[src/rtl/l2_port_scheduler_pkg.sv]
// Shared types for the L2 port scheduler: line/word types, FSM states and requester ids.
// Optional performance counters are enabled with the L2_PORT_SCHED_PERF_EN macro.
package l2_port_scheduler_pkg;

  typedef logic [15:0]  lc3b_word;
  typedef logic [127:0] lc3b_line;

  typedef enum logic [1:0] {
    IDLE   = 2'd0,
    I_BUSY = 2'd1,
    D_BUSY = 2'd2,
    RESP   = 2'd3
  } l2_sched_state_t;

  typedef enum logic {
    SRC_I = 1'b0,
    SRC_D = 1'b1
  } l2_req_src_t;

  localparam int unsigned CONSEC_W = 3;
  typedef logic [CONSEC_W-1:0] consec_t;

  function automatic l2_req_src_t other_src(input l2_req_src_t s);
    return (s == SRC_I) ? SRC_D : SRC_I;
  endfunction

endpackage

[src/rtl/l2_port_scheduler_if.sv]
// Bundle of the I-cache, D-cache and downstream L2 port signals around the scheduler.
interface l2_port_scheduler_if;

  // Handshake: a requester raises I_read / D_read / D_write (level) with address and data
  // stable, and keeps it high until its one-cycle *_resp pulse, dropping it right after.
  // The scheduler holds L2_* stable from grant until L2_resp is sampled high.
  l2_port_scheduler_pkg::lc3b_word I_address;
  logic                            I_read;
  l2_port_scheduler_pkg::lc3b_line I_rdata;
  logic                            I_resp;

  l2_port_scheduler_pkg::lc3b_word D_address;
  logic                            D_read;
  logic                            D_write;
  l2_port_scheduler_pkg::lc3b_line D_wdata;
  l2_port_scheduler_pkg::lc3b_line D_rdata;
  logic                            D_resp;

  l2_port_scheduler_pkg::lc3b_word L2_address;
  logic                            L2_read;
  logic                            L2_write;
  l2_port_scheduler_pkg::lc3b_line L2_wdata;
  l2_port_scheduler_pkg::lc3b_line L2_rdata;
  logic                            L2_resp;

  modport slave (
    input  I_address, I_read, D_address, D_read, D_write, D_wdata, L2_rdata, L2_resp,
    output I_rdata, I_resp, D_rdata, D_resp, L2_address, L2_read, L2_write, L2_wdata
  );

  modport master (
    output I_address, I_read, D_address, D_read, D_write, D_wdata, L2_rdata, L2_resp,
    input  I_rdata, I_resp, D_rdata, D_resp, L2_address, L2_read, L2_write, L2_wdata
  );

endinterface

[src/rtl/l2_port_scheduler_fairness.sv]
// Combinational winner select between the I and D miss paths.
module l2_sched_fairness
  import l2_port_scheduler_pkg::*;
#(
  parameter int MAX_CONSEC = 2
) (
  input  logic        i_req,
  input  logic        d_req,
  input  l2_req_src_t last_grant,
  input  consec_t     consec,
  input  logic        prev_contend,
  output logic        grant_valid,
  output l2_req_src_t grant,
  output logic        contend
);

  localparam consec_t MAX_C = consec_t'(MAX_CONSEC);

  always_comb begin
    grant_valid = i_req | d_req;
    contend     = i_req & d_req;
    grant       = SRC_I;
    if (contend) begin
      // The loser of a contended grant has already waited once, so it always wins next.
      // Only a requester that arrived during an uncontended grant may be passed over.
      if (!prev_contend && (consec < MAX_C)) grant = last_grant;
      else                                   grant = other_src(last_grant);
    end else if (d_req) begin
      grant = SRC_D;
    end
  end

endmodule

[src/rtl/l2_port_scheduler.sv]
// Shares one line-wide L2 port between the I-cache and D-cache miss paths.
// Define L2_PORT_SCHED_PERF_EN to add saturating grant/contention counters.
module l2_port_scheduler
  import l2_port_scheduler_pkg::*;
#(
  parameter bit D_FIRST    = 1'b1,
  parameter int MAX_CONSEC = 2
) (
  input  logic            clk,
  input  logic            rst,
  l2_port_scheduler_if.slave bus,
  output l2_sched_state_t dbg_state
`ifdef L2_PORT_SCHED_PERF_EN
  ,
  output logic [31:0]     perf_i_grants,
  output logic [31:0]     perf_d_grants,
  output logic [31:0]     perf_contend_cycles
`endif
);

  l2_sched_state_t state, next_state;
  l2_req_src_t     last_grant, grant;
  consec_t         consec;
  logic            prev_contend, grant_valid, contend;
  logic            do_grant, do_capture;
  logic            i_req, d_req, wr_grant;

  lc3b_word l2_address;
  lc3b_line l2_wdata, i_rdata, d_rdata;
  logic     l2_read, l2_write, i_resp, d_resp;

  assign i_req    = bus.I_read;
  assign d_req    = bus.D_read | bus.D_write;
  assign wr_grant = (grant == SRC_D) && bus.D_write;

  l2_sched_fairness #(.MAX_CONSEC(MAX_CONSEC)) u_fairness (
    .i_req        (i_req),
    .d_req        (d_req),
    .last_grant   (last_grant),
    .consec       (consec),
    .prev_contend (prev_contend),
    .grant_valid  (grant_valid),
    .grant        (grant),
    .contend      (contend)
  );

  always_ff @(posedge clk) begin
    if (rst) state <= IDLE;
    else     state <= next_state;
  end

  always_comb begin
    next_state = state;
    do_grant   = 1'b0;
    do_capture = 1'b0;
    unique case (state)
      IDLE: begin
        if (grant_valid) begin
          do_grant   = 1'b1;
          next_state = (grant == SRC_D) ? D_BUSY : I_BUSY;
        end
      end
      I_BUSY, D_BUSY: begin
        if (bus.L2_resp) begin
          do_capture = 1'b1;
          next_state = RESP;
        end
      end
      RESP:    next_state = IDLE;
      default: next_state = IDLE;
    endcase
  end

  always_ff @(posedge clk) begin
    if (rst) begin
      l2_address   <= '0;
      l2_wdata     <= '0;
      l2_read      <= 1'b0;
      l2_write     <= 1'b0;
      i_rdata      <= '0;
      d_rdata      <= '0;
      i_resp       <= 1'b0;
      d_resp       <= 1'b0;
      last_grant   <= D_FIRST ? SRC_I : SRC_D;
      consec       <= '0;
      prev_contend <= 1'b1;
    end else begin
      i_resp <= 1'b0;
      d_resp <= 1'b0;
      if (do_grant) begin
        l2_address   <= (grant == SRC_D) ? bus.D_address : bus.I_address;
        if (wr_grant) l2_wdata <= bus.D_wdata;
        l2_read      <= !wr_grant;
        l2_write     <= wr_grant;
        last_grant   <= grant;
        prev_contend <= contend;
        if (!contend)                 consec <= '0;
        else if (grant != last_grant) consec <= consec_t'(1);
        else if (consec != '1)        consec <= consec + 1'b1;
      end
      if (do_capture) begin
        l2_read  <= 1'b0;
        l2_write <= 1'b0;
        if (state == I_BUSY) begin
          i_rdata <= bus.L2_rdata;
          i_resp  <= 1'b1;
        end else begin
          // A writeback completes without touching the last returned D line.
          if (!l2_write) d_rdata <= bus.L2_rdata;
          d_resp <= 1'b1;
        end
      end
    end
  end

  assign bus.L2_address = l2_address;
  assign bus.L2_wdata   = l2_wdata;
  assign bus.L2_read    = l2_read;
  assign bus.L2_write   = l2_write;
  assign bus.I_rdata    = i_rdata;
  assign bus.D_rdata    = d_rdata;
  assign bus.I_resp     = i_resp;
  assign bus.D_resp     = d_resp;
  assign dbg_state      = state;

`ifdef L2_PORT_SCHED_PERF_EN
  logic contend_cycle;
  assign contend_cycle = ((state == IDLE)   && contend) ||
                         ((state == I_BUSY) && d_req)   ||
                         ((state == D_BUSY) && i_req);

  always_ff @(posedge clk) begin
    if (rst) begin
      perf_i_grants       <= '0;
      perf_d_grants       <= '0;
      perf_contend_cycles <= '0;
    end else begin
      if (do_grant && (grant == SRC_I) && (perf_i_grants != '1))
        perf_i_grants <= perf_i_grants + 32'd1;
      if (do_grant && (grant == SRC_D) && (perf_d_grants != '1))
        perf_d_grants <= perf_d_grants + 32'd1;
      if (contend_cycle && (perf_contend_cycles != '1))
        perf_contend_cycles <= perf_contend_cycles + 32'd1;
    end
  end
`endif

endmodule
[src/flat_wrapper.sv]
// flat-port wrapper written by rule: the top's interface ports become plain ports
module l2_port_scheduler_flat import l2_port_scheduler_pkg::*;
#(
  parameter bit D_FIRST    = 1'b1,
  parameter int MAX_CONSEC = 2
)
  (clk, rst, dbg_state, bus_I_address, bus_I_read, bus_D_address, bus_D_read, bus_D_write, bus_D_wdata, bus_L2_rdata, bus_L2_resp, bus_I_rdata, bus_I_resp, bus_D_rdata, bus_D_resp, bus_L2_address, bus_L2_read, bus_L2_write, bus_L2_wdata);
  l2_port_scheduler_if bus_i ();
  input  logic clk;
  input  logic rst;
  output l2_sched_state_t dbg_state;
  input wire logic [$bits(bus_i.I_address)-1:0] bus_I_address;
  input wire logic [$bits(bus_i.I_read)-1:0] bus_I_read;
  input wire logic [$bits(bus_i.D_address)-1:0] bus_D_address;
  input wire logic [$bits(bus_i.D_read)-1:0] bus_D_read;
  input wire logic [$bits(bus_i.D_write)-1:0] bus_D_write;
  input wire logic [$bits(bus_i.D_wdata)-1:0] bus_D_wdata;
  input wire logic [$bits(bus_i.L2_rdata)-1:0] bus_L2_rdata;
  input wire logic [$bits(bus_i.L2_resp)-1:0] bus_L2_resp;
  output wire logic [$bits(bus_i.I_rdata)-1:0] bus_I_rdata;
  output wire logic [$bits(bus_i.I_resp)-1:0] bus_I_resp;
  output wire logic [$bits(bus_i.D_rdata)-1:0] bus_D_rdata;
  output wire logic [$bits(bus_i.D_resp)-1:0] bus_D_resp;
  output wire logic [$bits(bus_i.L2_address)-1:0] bus_L2_address;
  output wire logic [$bits(bus_i.L2_read)-1:0] bus_L2_read;
  output wire logic [$bits(bus_i.L2_write)-1:0] bus_L2_write;
  output wire logic [$bits(bus_i.L2_wdata)-1:0] bus_L2_wdata;
  assign bus_i.I_address = bus_I_address;
  assign bus_i.I_read = bus_I_read;
  assign bus_i.D_address = bus_D_address;
  assign bus_i.D_read = bus_D_read;
  assign bus_i.D_write = bus_D_write;
  assign bus_i.D_wdata = bus_D_wdata;
  assign bus_i.L2_rdata = bus_L2_rdata;
  assign bus_i.L2_resp = bus_L2_resp;
  assign bus_I_rdata = bus_i.I_rdata;
  assign bus_I_resp = bus_i.I_resp;
  assign bus_D_rdata = bus_i.D_rdata;
  assign bus_D_resp = bus_i.D_resp;
  assign bus_L2_address = bus_i.L2_address;
  assign bus_L2_read = bus_i.L2_read;
  assign bus_L2_write = bus_i.L2_write;
  assign bus_L2_wdata = bus_i.L2_wdata;
  l2_port_scheduler #(.D_FIRST(D_FIRST), .MAX_CONSEC(MAX_CONSEC)) u_core (.clk(clk), .rst(rst), .bus(bus_i), .dbg_state(dbg_state));
endmodule
[config.mk]
export PLATFORM = sky130hd
export DESIGN_NAME = l2_port_scheduler_flat
export DESIGN_NICKNAME = d
export VERILOG_FILES = /design/src/rtl/l2_port_scheduler_pkg.sv /design/src/rtl/l2_port_scheduler_if.sv /design/src/rtl/l2_port_scheduler_fairness.sv /design/src/rtl/l2_port_scheduler.sv /design/src/flat_wrapper.sv
export SDC_FILE = /design/constraint.sdc
export NUM_CORES = 1
export LEC_CHECK = 0
export CORE_AREA = 2 2 270 272
export CTS_CLUSTER_DIAMETER = 40
export DETAILED_ROUTE_END_ITERATION = 7
export DIE_AREA = 0 0 272 274
export GPL_ROUTABILITY_DRIVEN = 0
export PLACE_DENSITY = 0.46
export RECOVER_POWER = 25
export SYNTH_ARGS = -nofsm -noshare
export SYNTH_HDL_FRONTEND = slang
export SYNTH_SLANG_ARGS = --single-unit
[constraint.sdc]
create_clock -name clk -period 2 [get_ports clk]
set_input_delay 0.3 -clock clk [delete_from_list [all_inputs] [get_ports clk]]
set_output_delay 0.3 -clock clk [all_outputs]
set_load 0.01 [all_outputs]
Word-level counts from Yosys, hierarchy flattened:

Cells that the tools add are included.

* $add $sub $neg: 1
* magnitude comparators: 1
* eq/ne operators: 8
* multiplexer cells: 18
* bitwise logic cells: 6
* reductions and logical operators: 13

Operator list (number)
* 16-bit two-way mux: 1
* 1-bit two-way mux: 10
* 3-bit two-way mux: 3
* 2-bit AND reduction: 4
* 2-bit two-way mux: 3
* 3-bit inequality test (second input constant): 2
* 2-bit case mux with 3 select lines: 1
* 2-bit OR reduction: 3
* 2-bit equality test (second input constant): 2
* 3-bit by 1-bit adder with 3-bit output (second input constant): 1
* 3-bit by 2-bit less-than comparator with 1-bit output (second input constant): 1
* 1-bit NOT: 3
* 3-bit AND reduction: 1
* 2-bit by 1-bit equality test with 1-bit output (second input constant): 1
* 1-bit logical AND: 2
* 1-bit logical NOT: 2
* 2-bit logical NOT: 1
* 2-bit by 1-bit inequality test with 1-bit output (second input constant): 1
* 2-bit inequality test (second input constant): 1
* 1-bit OR: 2
* 1-bit AND: 1
* 1-bit inequality test: 1

* flip-flop bits (word level): 411
* bits of input ports: 294
* logic and storage cells: 59

Depth between registers and ports, before layout:

* depth after elaboration: 7
* mapped depth: 8

Hierarchy:

Synthesis repeated with hierarchy kept, for this count alone.

* cell total of the unflattened synthesis: 1811
* area total of the unflattened synthesis: 14614.0 µm²

By module, submodules not included
* l2_port_scheduler: times used 1, cells an instance 1805, area each 14570.2 µm², seq. area each 8227.9 µm²
* l2_sched_fairness: times used 1, cells an instance 6, area each 43.8 µm², seq. area each 0.0 µm²

Worst setup path before layout:

OpenSTA, ideal clock, no wires.

* path type: register to register
* start point: register u_core.state[0], in the netlist u_core.dbg_state[0]
* end point: register u_core.d_rdata[62], in the netlist u_core.bus.D_rdata[62]
* library setup time: 70 ps
* data arrival time: 1821 ps
* setup slack: 108 ps
* cell stages (with the launch flop): 9
* period minus slack after synthesis: 1892 ps
* cell sequence: dfxtp_1 > inv_1 > ha_1 > nand2_1 > nor3_1 > clkbuf_1 > clkbuf_1 > nand2_1 > a21oi_1

* longest elaborated chain between the ends: 4

Ends and longest elaborated chain
* from (decl): line l2_port_scheduler.sv:21 `l2_sched_state_t state, next_state;`
* from (signal assigned): line l2_port_scheduler.sv:49 `else state <= next_state;`
* 2-bit equality test or 2-bit by 1-bit equality test with 1-bit output (tied branches): line l2_port_scheduler.sv:56, l2_port_scheduler.sv:104
* 2-bit OR reduction: line l2_port_scheduler.sv:56 `unique case (state)`
* 1-bit two-way mux: line l2_port_scheduler.sv:56
* 3-bit AND reduction (no line) (*)
* to (signal assigned): line l2_port_scheduler.sv:109 `if (!l2_write) d_rdata <= bus.L2_rdata;`
* to (decl): line l2_port_scheduler.sv:29 `lc3b_line l2_wdata, i_rdata, d_rdata;`

Every way passes the cells marked *; elsewhere a longest branch is shown, timed or not.
A chain may end at the register's enable or synchronous reset.

Worst setup path in the final report:

* start point: register u_core.l2_wdata[103], in the netlist u_core.bus.L2_wdata[103]
* end point: output bus_L2_wdata[103]

RTL lines
* from (decl): line l2_port_scheduler.sv:29
* from (signal assigned): line l2_port_scheduler.sv:92 `if (wr_grant) l2_wdata <= bus.D_wdata;`
* to (decl): line flat_wrapper.sv:27 `output wire logic [$bits(bus_i.L2_wdata)-1:0] bus_L2_wdata;`

No word-level cell between the ends.

==> reports/metrics.cfg <==
[status]
outcome = completed

[detailed_routing]
vias = 14022
drcViolationCount = 0
drt-met1-wl_um = 23500
totalWireLength_um = 61200
top_layer = met5
wl_met2_um = 29700
drt_iter0_drc = 594
drt-pass1-iter-count = 5
ant_nets = 0
wl_per_cell_um = 18.0
viasPerCell = 4.13
dr_wl_met3_um = 5420

[pwr]
ir_drop_mv = 0.674
leakagePower_uw = 0.00934
total_power_uw = 34000
p_int_uw = 23900
pwr-share-comb_pct = 28.3
clkPwrFrac_pct = 40.8
p_switching_uw = 10100
p_seq_share_pct = 30.9
switching_share_pct = 29.7
power_density_nw_per_um2 = 1320

[logic_synthesis]
syn_area_um2 = 14300
ys_types = 30
synth_area_leader_cell = dfxtp_1
synth_nets = 1941
synth_seq_cells = 411
yosysWarnings = 0
syn_avg_cell_area_um2 = 8.72
synth_area_leaders = dfxtp_1 57%, nand2_1 14%, mux2i_1 10%, a21oi_1 9.1%, nor2_1 3.6%
synthCells = 1643
synth_top_area_share_pct = 57.4
yosysSeqAreaShare_pct = 57.4

[grt]
grt_pass1_wl_um = 88800
grt_overflow_total = 0
grt_max_degree = 82
track_usage_pct = 15.5
antenna_found_initial = 6
grt_pass1_vias = 14452

[cts]
cts.clk_slew.worst_paths_ps = 50
cts_sinks = 411
cts-buffers-inserted = 79
clock_tree.root_cell = clkbuf_16
cts_buffer_depth = 3
clock_latency_ps = 600
cts_hold_buf = 0
cts_max_level = 3
cts_tree = done

[setup_path]
crit_chain = clkdlybuf4s50_1
endpoint_kind = primary output
critical-path-top-delay-family = buffers and inverters
path_class = flop to primary output
cp_num_buf_inv = 1
cpPeakStageDelay_ps = 700
startpoint = u_core.bus.L2_wdata[103]
arrival_ps = 1620
worst_path_max_delay_cell = clkdlybuf4s50_1
path_max_fanout = 2
start_kind = flop
r2r_start = u_core.dbg_state[1]
critical_path_required_ps = 1700

[die]
rows = 99
io_pins = 700
core-area_um2 = 72000
die_area_um2 = 74500
initial_core_util_pct = 19.9
die_h_um = 274
die_w_um = 272

[finish]
nets = 2676
design_area_um2 = 25700
drive_gt1_share_pct = 8.82
syn_to_final_growth_pct = 79.6
fill_cells = 7229

[timing]
hold_viol_final = 0
max_freq_mhz = 520
maxSlewHeadroom_pct = 66.3
worst_pin_slew_ps = 506
finalSetupViolCount = 0
drv_slew = 0
skew_ps = 20.7
finalCritPeriodShare_pct = 96.1
period_minus_slack_ps = 1920

[run]
max-cap-violations = 0

[placed_design]
io_buffers = 699
hpwl_um = 44400
place_area_um2 = 22900

[min_path]
hold_path_class = primary input to flop
hold_start = rst

final cells by class:
cell class	instances	area, um^2	share of cell area [%]
repair buffers	772	7840	30.5
clock buffers	103	2250	8.75
clock inverters	38	552	2.14
diodes	2	5.00	0.0194
well taps	959	1200	4.66
inverters	4	15.0	0.0583
flip-flops and latches	411	8230	32.0
multi-input cells	1110	5640	21.9
cells by family (layout without fill, tap and decap cells):
| kind of cell | after synthesis | count (layout) | share of synthesized area [%] |
|---|---|---|---|
| mux | 144 | 144 | 10.1 |
| fa+ha+maj | 4 | 4 | 0.349 |
| compound gates | 291 | 291 | 10.9 |
| buf+inv | 122 | 917 | 3.51 |
| flops | 411 | 411 | 57.4 |
| simple gates | 671 | 671 | 17.8 |
| other cells | 0 | 2 | 0 |
final timing paths:
path	end	slack, ps	cells past startpoint
max	bus_L2_wdata[103]	80	1
max reg2reg	u_core.bus.D_rdata[64]	170	7
min	u_core.bus.L2_wdata[102]	130	2
min reg2reg	u_core.bus.D_rdata[69]	450	2
metrics by stage:
stage / worst slack [ps] / setup TNS (ps) / hold slack (ps) / util (%) / std cells
after floorplan: 108 / 0 / 400 / - / 1643
after global placement: -86.3 / -3950 / 442 / 31.8 / 3250
after detailed placement: -142 / -10640 / 445 / 31.8 / 3250
after CTS: 5.50 / 0 / 91.4 / 35.6 / 3391
after global routing: -6.44 / -6.44 / 127 / 35.8 / 3399
final: 78.3 / 0 / 133 / 35.8 / 3399
cell usage in the layout, fill, tap and decap left out, drive strengths merged, types with 3 or more instances in the layout:
cell type / n
clkinv: 18
a21oi: 260
nand2: 521
dfxtp: 411
clkinvlp: 3
nor3: 5
buf: 73
ha: 4
o21ai: 3
o2bb2ai: 17
clkbuf: 104
dlygate4sd2: 4
mux2i: 144
nor2: 136
bufinv: 10
clkdlybuf4s50: 693
inv: 11
cells in the mapped netlist:
| master | number |
|---|---|
| nand2_1 | 521 |
| dfxtp_1 | 411 |
| a21oi_1 | 260 |
| mux2i_1 | 144 |
| nor2_1 | 136 |
| clkbuf_1 | 101 |
| o2bb2ai_1 | 17 |
| buf_4 | 10 |
| buf_2 | 6 |
| nor3_1 | 5 |
| ha_1 | 4 |
| inv_1 | 4 |
| o21ai_0 | 3 |
| a22oi_1 | 2 |
| nand3_1 | 2 |
| nor2b_1 | 2 |
| or3_1 | 2 |
| a2111oi_0 | 1 |
| a211o_1 | 1 |
| a211oi_1 | 1 |
| a211oi_2 | 1 |
| a21o_1 | 1 |
| a31oi_1 | 1 |
| and3_1 | 1 |
| buf_1 | 1 |
| nand2b_1 | 1 |
| o211a_1 | 1 |
| o211ai_1 | 1 |
| o311a_1 | 1 |
| or2_2 | 1 |
metal layers:
| layer | GRT usage (%) | vias to the layer above |
|---|---|---|
| met5 | 0 | - |
| met1 | 16.4 | 6490 |
| met3 | 6.20 | 131 |
| met4 | 7.49 | 8 |
| met2 | 26.9 | 514 |
| li1 | - | 6879 |
flip-flops by register name, summed over array words and instances, names as in the netlist:
signal                 flops
u_core.bus.D_rdata       128
u_core.bus.I_rdata       128
u_core.bus.L2_wdata      128
u_core.bus.L2_address     16
u_core.consec              3
u_core.dbg_state           2
u_core.bus.D_resp          1
u_core.bus.I_resp          1
u_core.bus.L2_read         1
u_core.bus.L2_write        1
u_core.last_grant          1
u_core.prev_contend        1
power groups by stage:
stage	logic, uW	clock network, uW	registers [uW]
2_1_floorplan	3450	0	11200
3_3_place_gp	9550	0	10600
3_5_place_dp	9580	0	10600
4_1_cts	9610	14300	10500
5_1_grt	10400	14600	10700
6_report	9600	13900	10500
repair_timing:
action | CTS | global route
pin swaps | 0 | 1
setup endpoints to repair | 4 | 37
gates resized for setup | 4 | 8
cloned | 0 | 2
setup buffers | 0 | 4
Note: power is estimated with default switching activity, not from simulation.
